[config.mk]
export PLATFORM = sky130hd
export DESIGN_NAME = rx_bit_recovery_flat
export DESIGN_NICKNAME = d
export VERILOG_FILES = /design/src/rtl/usb_rx_pkg.sv /design/src/rtl/rx_bit_recovery_if.sv /design/src/rtl/bit_phase_timer.sv /design/src/rtl/rx_bit_recovery.sv /design/src/flat_wrapper.sv
export SDC_FILE = /design/constraint.sdc
export NUM_CORES = 1
export LEC_CHECK = 0
export CAP_MARGIN = 0
export CORE_MARGIN = 4
export CORE_UTILIZATION = 25
export DETAILED_ROUTE_END_ITERATION = 8
export GPL_TIMING_DRIVEN = 0
export SYNTH_ARGS = -nofsm -noshare
export SYNTH_HDL_FRONTEND = slang
export SYNTH_SLANG_ARGS = --single-unit
[constraint.sdc]
create_clock -name clk -period 2.08 [get_ports clk]
set_input_delay 0.416 -clock clk [delete_from_list [all_inputs] [get_ports clk]]
set_output_delay 0.416 -clock clk [all_outputs]
set_load 0.005 [all_outputs]
[src/rtl/usb_rx_pkg.sv]
// Shared types and defaults for the USB receive bit-recovery path.
package usb_rx_pkg;
  localparam int CLKS_PER_BIT_DEF = 8;
  localparam int SAMPLE_POINT_DEF = 3;
  localparam int MAX_ONES_DEF     = 6;

  typedef enum logic [1:0] {LINE_J, LINE_K, LINE_SE0, LINE_SE1} line_state_t;

  function automatic line_state_t classify(input logic dp, input logic dm);
    case ({dp, dm})
      2'b10:   return LINE_J;
      2'b01:   return LINE_K;
      2'b00:   return LINE_SE0;
      default: return LINE_SE1;
    endcase
  endfunction
endpackage

[src/rtl/rx_bit_recovery_if.sv]
// Line-side inputs and decoded-bit outputs of the bit-recovery block.
interface rx_bit_recovery_if;
  logic enable;
  logic d_plus_sync;
  logic d_minus_sync;
  logic bit_valid;
  logic bit_out;
  logic eop;
  logic stuff_err;
  logic line_err;

  modport master (
    output enable, d_plus_sync, d_minus_sync,
    input  bit_valid, bit_out, eop, stuff_err, line_err
  );

  modport slave (
    input  enable, d_plus_sync, d_minus_sync,
    output bit_valid, bit_out, eop, stuff_err, line_err
  );
endinterface

[src/rtl/bit_phase_timer.sv]
// Oversampled bit-phase counter; resyncs on every D+ edge and strobes o_samp mid-bit.
module bit_phase_timer #(
  parameter int CLKS_PER_BIT = 8,
  parameter int SAMPLE_POINT = 3
) (
  input  logic clk,
  input  logic n_rst,
  input  logic i_enable,
  input  logic i_dp,
  output logic o_samp
);
  localparam int PW = (CLKS_PER_BIT > 1) ? $clog2(CLKS_PER_BIT) : 1;

  logic [PW-1:0] r_phase;
  logic          r_prev_dp;
  logic          w_edge;

  assign w_edge = (i_dp != r_prev_dp);

  always_ff @(posedge clk or negedge n_rst) begin
    if (!n_rst) begin
      r_phase   <= '0;
      r_prev_dp <= 1'b1;
    end else begin
      r_prev_dp <= i_dp;
      if (!i_enable)
        r_phase <= '0;
      else if (w_edge)
        r_phase <= PW'(1);  // the edge cycle itself is phase 0
      else if (r_phase == PW'(CLKS_PER_BIT - 1))
        r_phase <= '0;
      else
        r_phase <= r_phase + PW'(1);
    end
  end

  // An edge landing on the sample point resyncs rather than samples.
  assign o_samp = i_enable && !w_edge && (r_phase == PW'(SAMPLE_POINT));
endmodule

[src/rtl/rx_bit_recovery.sv]
// USB receive bit recovery: NRZI decode, bit unstuffing, EOP/SE1/stuff-error detection.
module rx_bit_recovery
  import usb_rx_pkg::*;
#(
  parameter int CLKS_PER_BIT = CLKS_PER_BIT_DEF,
  parameter int SAMPLE_POINT = SAMPLE_POINT_DEF,
  parameter int MAX_ONES     = MAX_ONES_DEF
) (
  input logic             clk,
  input logic             n_rst,
  rx_bit_recovery_if.slave bus
);
  localparam int OW = $clog2(MAX_ONES + 1);

  logic          w_samp;
  line_state_t   w_line;
  logic          w_dec;

  logic          r_prev_line;
  logic [OW-1:0] r_ones_cnt;
  logic [1:0]    r_se0_cnt;
  logic          r_bit_valid;
  logic          r_bit_out;
  logic          r_eop;
  logic          r_stuff_err;
  logic          r_line_err;

  bit_phase_timer #(
    .CLKS_PER_BIT(CLKS_PER_BIT),
    .SAMPLE_POINT(SAMPLE_POINT)
  ) u_timer (
    .clk     (clk),
    .n_rst   (n_rst),
    .i_enable(bus.enable),
    .i_dp    (bus.d_plus_sync),
    .o_samp  (w_samp)
  );

  assign w_line = classify(bus.d_plus_sync, bus.d_minus_sync);
  assign w_dec  = (bus.d_plus_sync == r_prev_line);

  always_ff @(posedge clk or negedge n_rst) begin
    if (!n_rst) begin
      r_prev_line <= 1'b1;
      r_ones_cnt  <= '0;
      r_se0_cnt   <= '0;
      r_bit_valid <= 1'b0;
      r_bit_out   <= 1'b0;
      r_eop       <= 1'b0;
      r_stuff_err <= 1'b0;
      r_line_err  <= 1'b0;
    end else begin
      r_bit_valid <= 1'b0;
      r_eop       <= 1'b0;
      r_stuff_err <= 1'b0;
      r_line_err  <= 1'b0;
      if (!bus.enable) begin
        r_ones_cnt  <= '0;
        r_se0_cnt   <= '0;
        r_prev_line <= 1'b1;
      end else if (w_samp) begin
        case (w_line)
          LINE_SE0: begin
            if (r_se0_cnt != 2'd2)
              r_se0_cnt <= r_se0_cnt + 2'd1;
            // Fires only on the 1->2 step, so long SE0 gives a single pulse.
            if (r_se0_cnt == 2'd1) begin
              r_eop       <= 1'b1;
              r_ones_cnt  <= '0;
              r_prev_line <= 1'b1;
            end
          end
          LINE_SE1: begin
            r_line_err <= 1'b1;
            r_se0_cnt  <= '0;
          end
          default: begin
            r_se0_cnt   <= '0;
            r_prev_line <= bus.d_plus_sync;
            if (r_ones_cnt == OW'(MAX_ONES)) begin
              r_ones_cnt  <= '0;
              r_stuff_err <= w_dec;
            end else begin
              r_bit_valid <= 1'b1;
              r_bit_out   <= w_dec;
              r_ones_cnt  <= w_dec ? r_ones_cnt + OW'(1) : '0;
            end
          end
        endcase
      end
    end
  end

  assign bus.bit_valid = r_bit_valid;
  assign bus.bit_out   = r_bit_out;
  assign bus.eop       = r_eop;
  assign bus.stuff_err = r_stuff_err;
  assign bus.line_err  = r_line_err;
endmodule

[src/flat_wrapper.sv]
// flat-port wrapper written by rule: the top's interface ports become plain ports
module rx_bit_recovery_flat import usb_rx_pkg::*;
#(
  parameter int CLKS_PER_BIT = CLKS_PER_BIT_DEF,
  parameter int SAMPLE_POINT = SAMPLE_POINT_DEF,
  parameter int MAX_ONES     = MAX_ONES_DEF
)
  (clk, n_rst, bus_enable, bus_d_plus_sync, bus_d_minus_sync, bus_bit_valid, bus_bit_out, bus_eop, bus_stuff_err, bus_line_err);
  rx_bit_recovery_if bus_i ();
  input logic clk;
  input logic n_rst;
  input wire logic [$bits(bus_i.enable)-1:0] bus_enable;
  input wire logic [$bits(bus_i.d_plus_sync)-1:0] bus_d_plus_sync;
  input wire logic [$bits(bus_i.d_minus_sync)-1:0] bus_d_minus_sync;
  output wire logic [$bits(bus_i.bit_valid)-1:0] bus_bit_valid;
  output wire logic [$bits(bus_i.bit_out)-1:0] bus_bit_out;
  output wire logic [$bits(bus_i.eop)-1:0] bus_eop;
  output wire logic [$bits(bus_i.stuff_err)-1:0] bus_stuff_err;
  output wire logic [$bits(bus_i.line_err)-1:0] bus_line_err;
  assign bus_i.enable = bus_enable;
  assign bus_i.d_plus_sync = bus_d_plus_sync;
  assign bus_i.d_minus_sync = bus_d_minus_sync;
  assign bus_bit_valid = bus_i.bit_valid;
  assign bus_bit_out = bus_i.bit_out;
  assign bus_eop = bus_i.eop;
  assign bus_stuff_err = bus_i.stuff_err;
  assign bus_line_err = bus_i.line_err;
  rx_bit_recovery #(.CLKS_PER_BIT(CLKS_PER_BIT), .SAMPLE_POINT(SAMPLE_POINT), .MAX_ONES(MAX_ONES)) u_core (.clk(clk), .n_rst(n_rst), .bus(bus_i));
endmodule
# Word-level counts from Yosys, hierarchy flattened
# Index checks and enable logic that the tools add are counted.
# W data, S select, Z words.
totals:
  reg_bits: 15
  inputBits: 5
  out_inout_bits: 5
  elab_cells: 71
op_classes:
  addsub: 3
  eq_ne: 15
  muxes: 33
  bitwise_logic: 2
  reduce_logical: 8
ops:
  columns: ["operator", "n"]
  rows:
  - ["$mux W3", 8]
  - ["$mux W1", 18]
  - ["$mux W2", 4]
  - ["$add A3 B1 Y3 const B", 2]
  - ["$eq A2 B2 Y1 const B", 3]
  - ["$eq A3 B3 Y1 const B", 2]
  - ["$ne A3 B2 Y1 const B", 2]
  - ["$pmux W2 S3", 1]
  - ["$pmux W3 S2", 1]
  - ["$eq A2 B1 Y1 const B", 2]
  - ["$ne A2 B2 Y1 const B", 2]
  - ["$reduce_and A4 Y1", 1]
  - ["$eq A3 B2 Y1 const B", 1]
  - ["$reduce_and A3 Y1", 1]
  - ["$add A2 B1 Y2 const B", 1]
  - ["$logic_and A1 B1 Y1", 2]
  - ["$logic_not A2 Y1", 1]
  - ["$ne A2 B1 Y1 const B", 1]
  - ["$not A1 Y1", 2]
  - ["$pmux W1 S2", 1]
  - ["$reduce_and A2 Y1", 1]
  - ["$reduce_or A2 Y1", 1]
  - ["$eq A1 B1 Y1", 1]
  - ["$logic_not A1 Y1", 1]
  - ["$ne A1 B1 Y1", 1]

# Depth between registers and ports, before layout
depth:
  word_depth: 7
  mapped_depth: 6

# Modules after synthesis
# Synthesis repeated with hierarchy kept, for this count alone.
unflattened:
  cells_unflattened: 71
  hier_area_um2: 782.0
by_module_without_submodules:
  columns: ["module", "instances", "cells_per_inst", "area_each_um2", "seq_area_each_um2"]
  rows:
  - ["rx_bit_recovery", 1, 54, 591.8, 276.5]
  - ["bit_phase_timer", 1, 17, 190.2, 101.3]

# Worst setup path before layout
# OpenSTA, ideal clock, no wires.
synth_timing:
  path_type: "in2reg"
  from: "in bus_d_minus_sync"
  to: "reg u_core.r_ones_cnt[1]"
  setup_time_ns: 0.128
  arrival_time_ns: 1.434
  t_required_ns: 1.952
  setup_slack_ns: 0.519
  cell_stages: 5
  path_buffers: 0
  path_cell_list: "inv_1 -> ha_1 -> nor2b_1 -> o41ai_4 -> mux2_1"
synth_via:
  elab_chain_cells: 6
  elab_cells_between_ends: 12
  classes_between: "eq/ne (6); mux (4); reduce/logical (2)"
synth_rtl:
  columns: ["element", "line_no", "text"]
  rows:
  - ["start, declared", "flat_wrapper.sv:14", "input wire logic [$bits(bus_i.d_minus_sync)-1:0] bus_d_minus_sync;"]
  - ["$eq A2 B1 Y1 (tied with other cells)", "usb_rx_pkg.sv:10", "case ({dp, dm})"]
  - ["$pmux W2 S3 (*)", "usb_rx_pkg.sv:10", null]
  - ["$eq A2 B2 Y1", "rx_bit_recovery.sv:62", "case (w_line)"]
  - ["$pmux W3 S2", "rx_bit_recovery.sv:62", null]
  - ["$mux W3", "rx_bit_recovery.sv:61", "end else if (w_samp) begin"]
  - ["$mux W3", "rx_bit_recovery.sv:57", "if (!bus.enable) begin"]
  - ["end signal, assigned", "rx_bit_recovery.sv:86", "r_ones_cnt <= w_dec ? r_ones_cnt + OW'(1) : '0;"]
  - ["end, declared", "rx_bit_recovery.sv:20", "logic [OW-1:0] r_ones_cnt;"]
# Every way passes the cells marked *; elsewhere a longest branch is shown, timed or not. The select of a mux whose other input is x is not followed.
# A chain may end at the register's enable or synchronous reset.

# Worst setup path after layout
# Same ends and word-level chain as after synthesis.

==> run summary <==
Crit path kind - input port to flip-flop
Post-place instance area - 946 um^2
XOR/XNOR Fraction of Synth Area - 0.0324
Area Growth Syn to Fin - 20.2%
Io pins - 10
FF-to-FF End - u_core.r_ones_cnt[1]$_DFFE_PN0P_
Fillers - 322
Drt first pass iters - 3
Synth cell types - 30
Hold EP - u_core.u_timer.r_prev_dp$_DFF_PN1_
Actual slew at the worst max-slew pin - 0.659 ns
Worst hold path cell count - 1
GR Util All Layers - 0.0719
Largest net degree at the start of global routing - 16
Hold path start - bus_d_plus_sync
Global route overflow - 0
Flip-flop and latch area - 378 um^2
Mux share of post-synthesis cell area - 0.0448
Post-layout min period - 1.92 ns
Share of flip-flops with an asynchronous set or reset - 1.00
Critical path origin - bus_d_minus_sync
Final Cycle Share - 0.925
Postcts setup bufs - 0
Vias - 502
Global-route wire length before repair - 2300 um
Core area - 3080 um^2
Mapped Nets - 84
Clock Tree Buf Depth - 2
Yosys warnings - 0
Status - finished clean
Row count - 20
Power share of the clock group - 0.303
Starting Density - 0.263
Placement Setup Slack - -0.299 ns
Skew-Pair Late Insertion Delay - 0.28 ns
DRC Markers - 0
Routed WL per cell - 10.2 um
PD cells - 555 nW/um^2
Vias in the first global route - 523
P_leak - 0.446 nW
Fin. Hold Viols - 0
Gate power share - 0.127
Top cells by count, synth - dfrtp_1 (13), ha_1 (10), inv_1 (7), nand2_1 (4), nor2_1 (4)
ANT cells - 0
Leading area contributor after synthesis - dfrtp_1
Power share of the sequential group - 0.570
Post-synthesis simple-gate area fraction - 0.162
Slew Viols, Final - 0
Final wirelength - 1270 um
Most instantiated library cell after synthesis - dfrtp_1
Crit path required time - 2.25 ns
Final worst slack - 0.156 ns
Compound-gate portion of the synthesized area - 0.102
Seq/Total Area, Yosys - 0.466
Final Cell Area - 975 um^2
Pwr Total - 0.541 mW
Yosys top cell area share - 0.401
Die Wd - 65.0 um
CTS tree - done
H-tree depth - 1
Hold Buf Count CTS - 0
Cells after synthesis - 69
Vias per inst - 4.02
Share of cells above drive strength 1 - 0.173
Worst min path class - input port to flip-flop
RSZ-0062 raised after global routing - false
Post-synthesis register bit count - 15
Clock root buffer - clkbuf_4
Int Power - 0.411 mW
Cell Area, Synth - 811 um^2
P_sw - 0.130 mW
CTS Sinks - 15
CP max FO - 5
Clock buffer count from CTS - 3
ANT nets after route - 0
Die area - 4220 um^2
Reg2Reg Depth - 5
Switching share of power - 0.241
Largest family of logic cells by synthesized area - simple AND/OR/NAND/NOR gates
Max-cap violations - 0
Post-CTS Resized - 0
Port buffer count - 8
Slew HR - 0.559
R2r startpoint - u_core.u_timer.r_phase[0]$_DFF_PN0_
Post-synth EDFFs - 0
Synth Flop Type - dfrtp_1
Max rail drop VDD - 0.000209 V
Max frequency - 520 MHz
Post-Syn Area per Cell - 11.8 um^2
Die height - 65.0 um
Ranking of synthesized cells by area - dfrtp_1 (40%), ha_1 (15%), dfstp_2 (6.5%)
Setup Skew - 0.00303 ns
Post-synthesis adder-cell area fraction - 0.154
Starting DRT DRC Count - 19
Reg clk slew, reported paths - 0.09 ns
Final setup viols - 0
Area of the multi-input gates - 402 um^2
Reg2Reg Setup Slack - 0.40 ns
Critical path launch point type - input port
# nets final - 97
Worst EP arrival - 2.09 ns
CP endpoint kind - flip-flop
Hpwl dp - 988 um
GP Congestion - 0.715
Antenna violations before repair - 0
[critical path: stages]
cell	delay, ns
clkdlybuf4s50_1	0.52
inv_1	0.06
ha_1	0.25
nor2b_1	0.19
o41ai_4	0.31
mux2_1	0.36
[power by group through the flow]
stage | sequential (mW) | combinational, mW | clock (mW)
after floorplan | 0.314 | 0.0419 | 0
after global placement | 0.314 | 0.0696 | 0
after detailed placement | 0.314 | 0.0706 | 0
after CTS | 0.309 | 0.0710 | 0.179
after global routing | 0.310 | 0.0792 | 0.191
final | 0.308 | 0.0687 | 0.164
[registers in the layout (all words and copies together) (netlist names)]
register and flops:
u_core.bus.bit_out 1, u_core.bus.bit_valid 1, u_core.bus.eop 1, u_core.bus.line_err 1, u_core.bus.stuff_err 1, u_core.r_ones_cnt 3
u_core.r_prev_line 1, u_core.r_se0_cnt 2, u_core.u_timer.r_phase 3, u_core.u_timer.r_prev_dp 1
[cell usage in the layout, fill, tap and decap left out, types with 2 or more instances in the layout]
master            n
dfrtp_1          13
ha_1             10
inv_1             7
clkdlybuf4s50_1   7
nand2_1           4
nor2_1            4
clkbuf_4          3
xnor2_1           2
and3_4            2
o21ai_1           2
nand2b_1          2
o22ai_1           2
dfstp_2           2
[stage by stage]
step           setup TNS, ns  hold slack, ns  std cells  utilization
2_1_floorplan              0           0.120         69            -
3_3_place_gp          -0.609           0.504        121        0.307
3_5_place_dp          -0.759           0.504        121        0.307
4_1_cts                    0           0.416        125        0.316
5_1_grt                    0           0.370        125        0.317
6_report                   0           0.370        125        0.317
[layout make-up]
cell class,instances,share of cell area
multi-input combinational,46,0.412
tap,44,0.0565
clock buffer,4,0.0270
inverter,7,0.0270
buffer,1,0.00513
sequential,15,0.388
timing repair buffer,8,0.0847
[worst max-delay path by stage]
stage / end / slack (ns) / cells after the start
floorplan: u_core.r_ones_cnt[1]$_DFFE_PN0P_ / 0.52 / 5
global placement: u_core.r_ones_cnt[1]$_DFFE_PN0P_ / -0.27 / 6
detailed placement: u_core.r_ones_cnt[1]$_DFFE_PN0P_ / -0.30 / 6
CTS: u_core.r_ones_cnt[1]$_DFFE_PN0P_ / 0.01 / 6
global route: u_core.r_ones_cnt[1]$_DFFE_PN0P_ / 0.1 / 6
finish: u_core.r_ones_cnt[1]$_DFFE_PN0P_ / 0.16 / 6
[kinds of logic after synthesis]
group                    after synthesis
AND/OR/NAND/NOR                       21
flip-flops                            15
adder cells (fa/ha/maj)               10
AO/OA/AOI/OAI                          9
buffers and inverters                  8
XOR/XNOR                               3
multiplexers                           3
[metal layers]
layer	global-route usage	routed length, um	up-vias	part of all wire
li1	-	-	260	-
met1	0.0826	571	232	0.45
met2	0.111	599	8	0.47
met3	0.0416	91	2	0.072
met4	0.0237	9	0	0.0071
met5	0	0	-	0
Note: power is estimated with default switching activity, not from simulation.
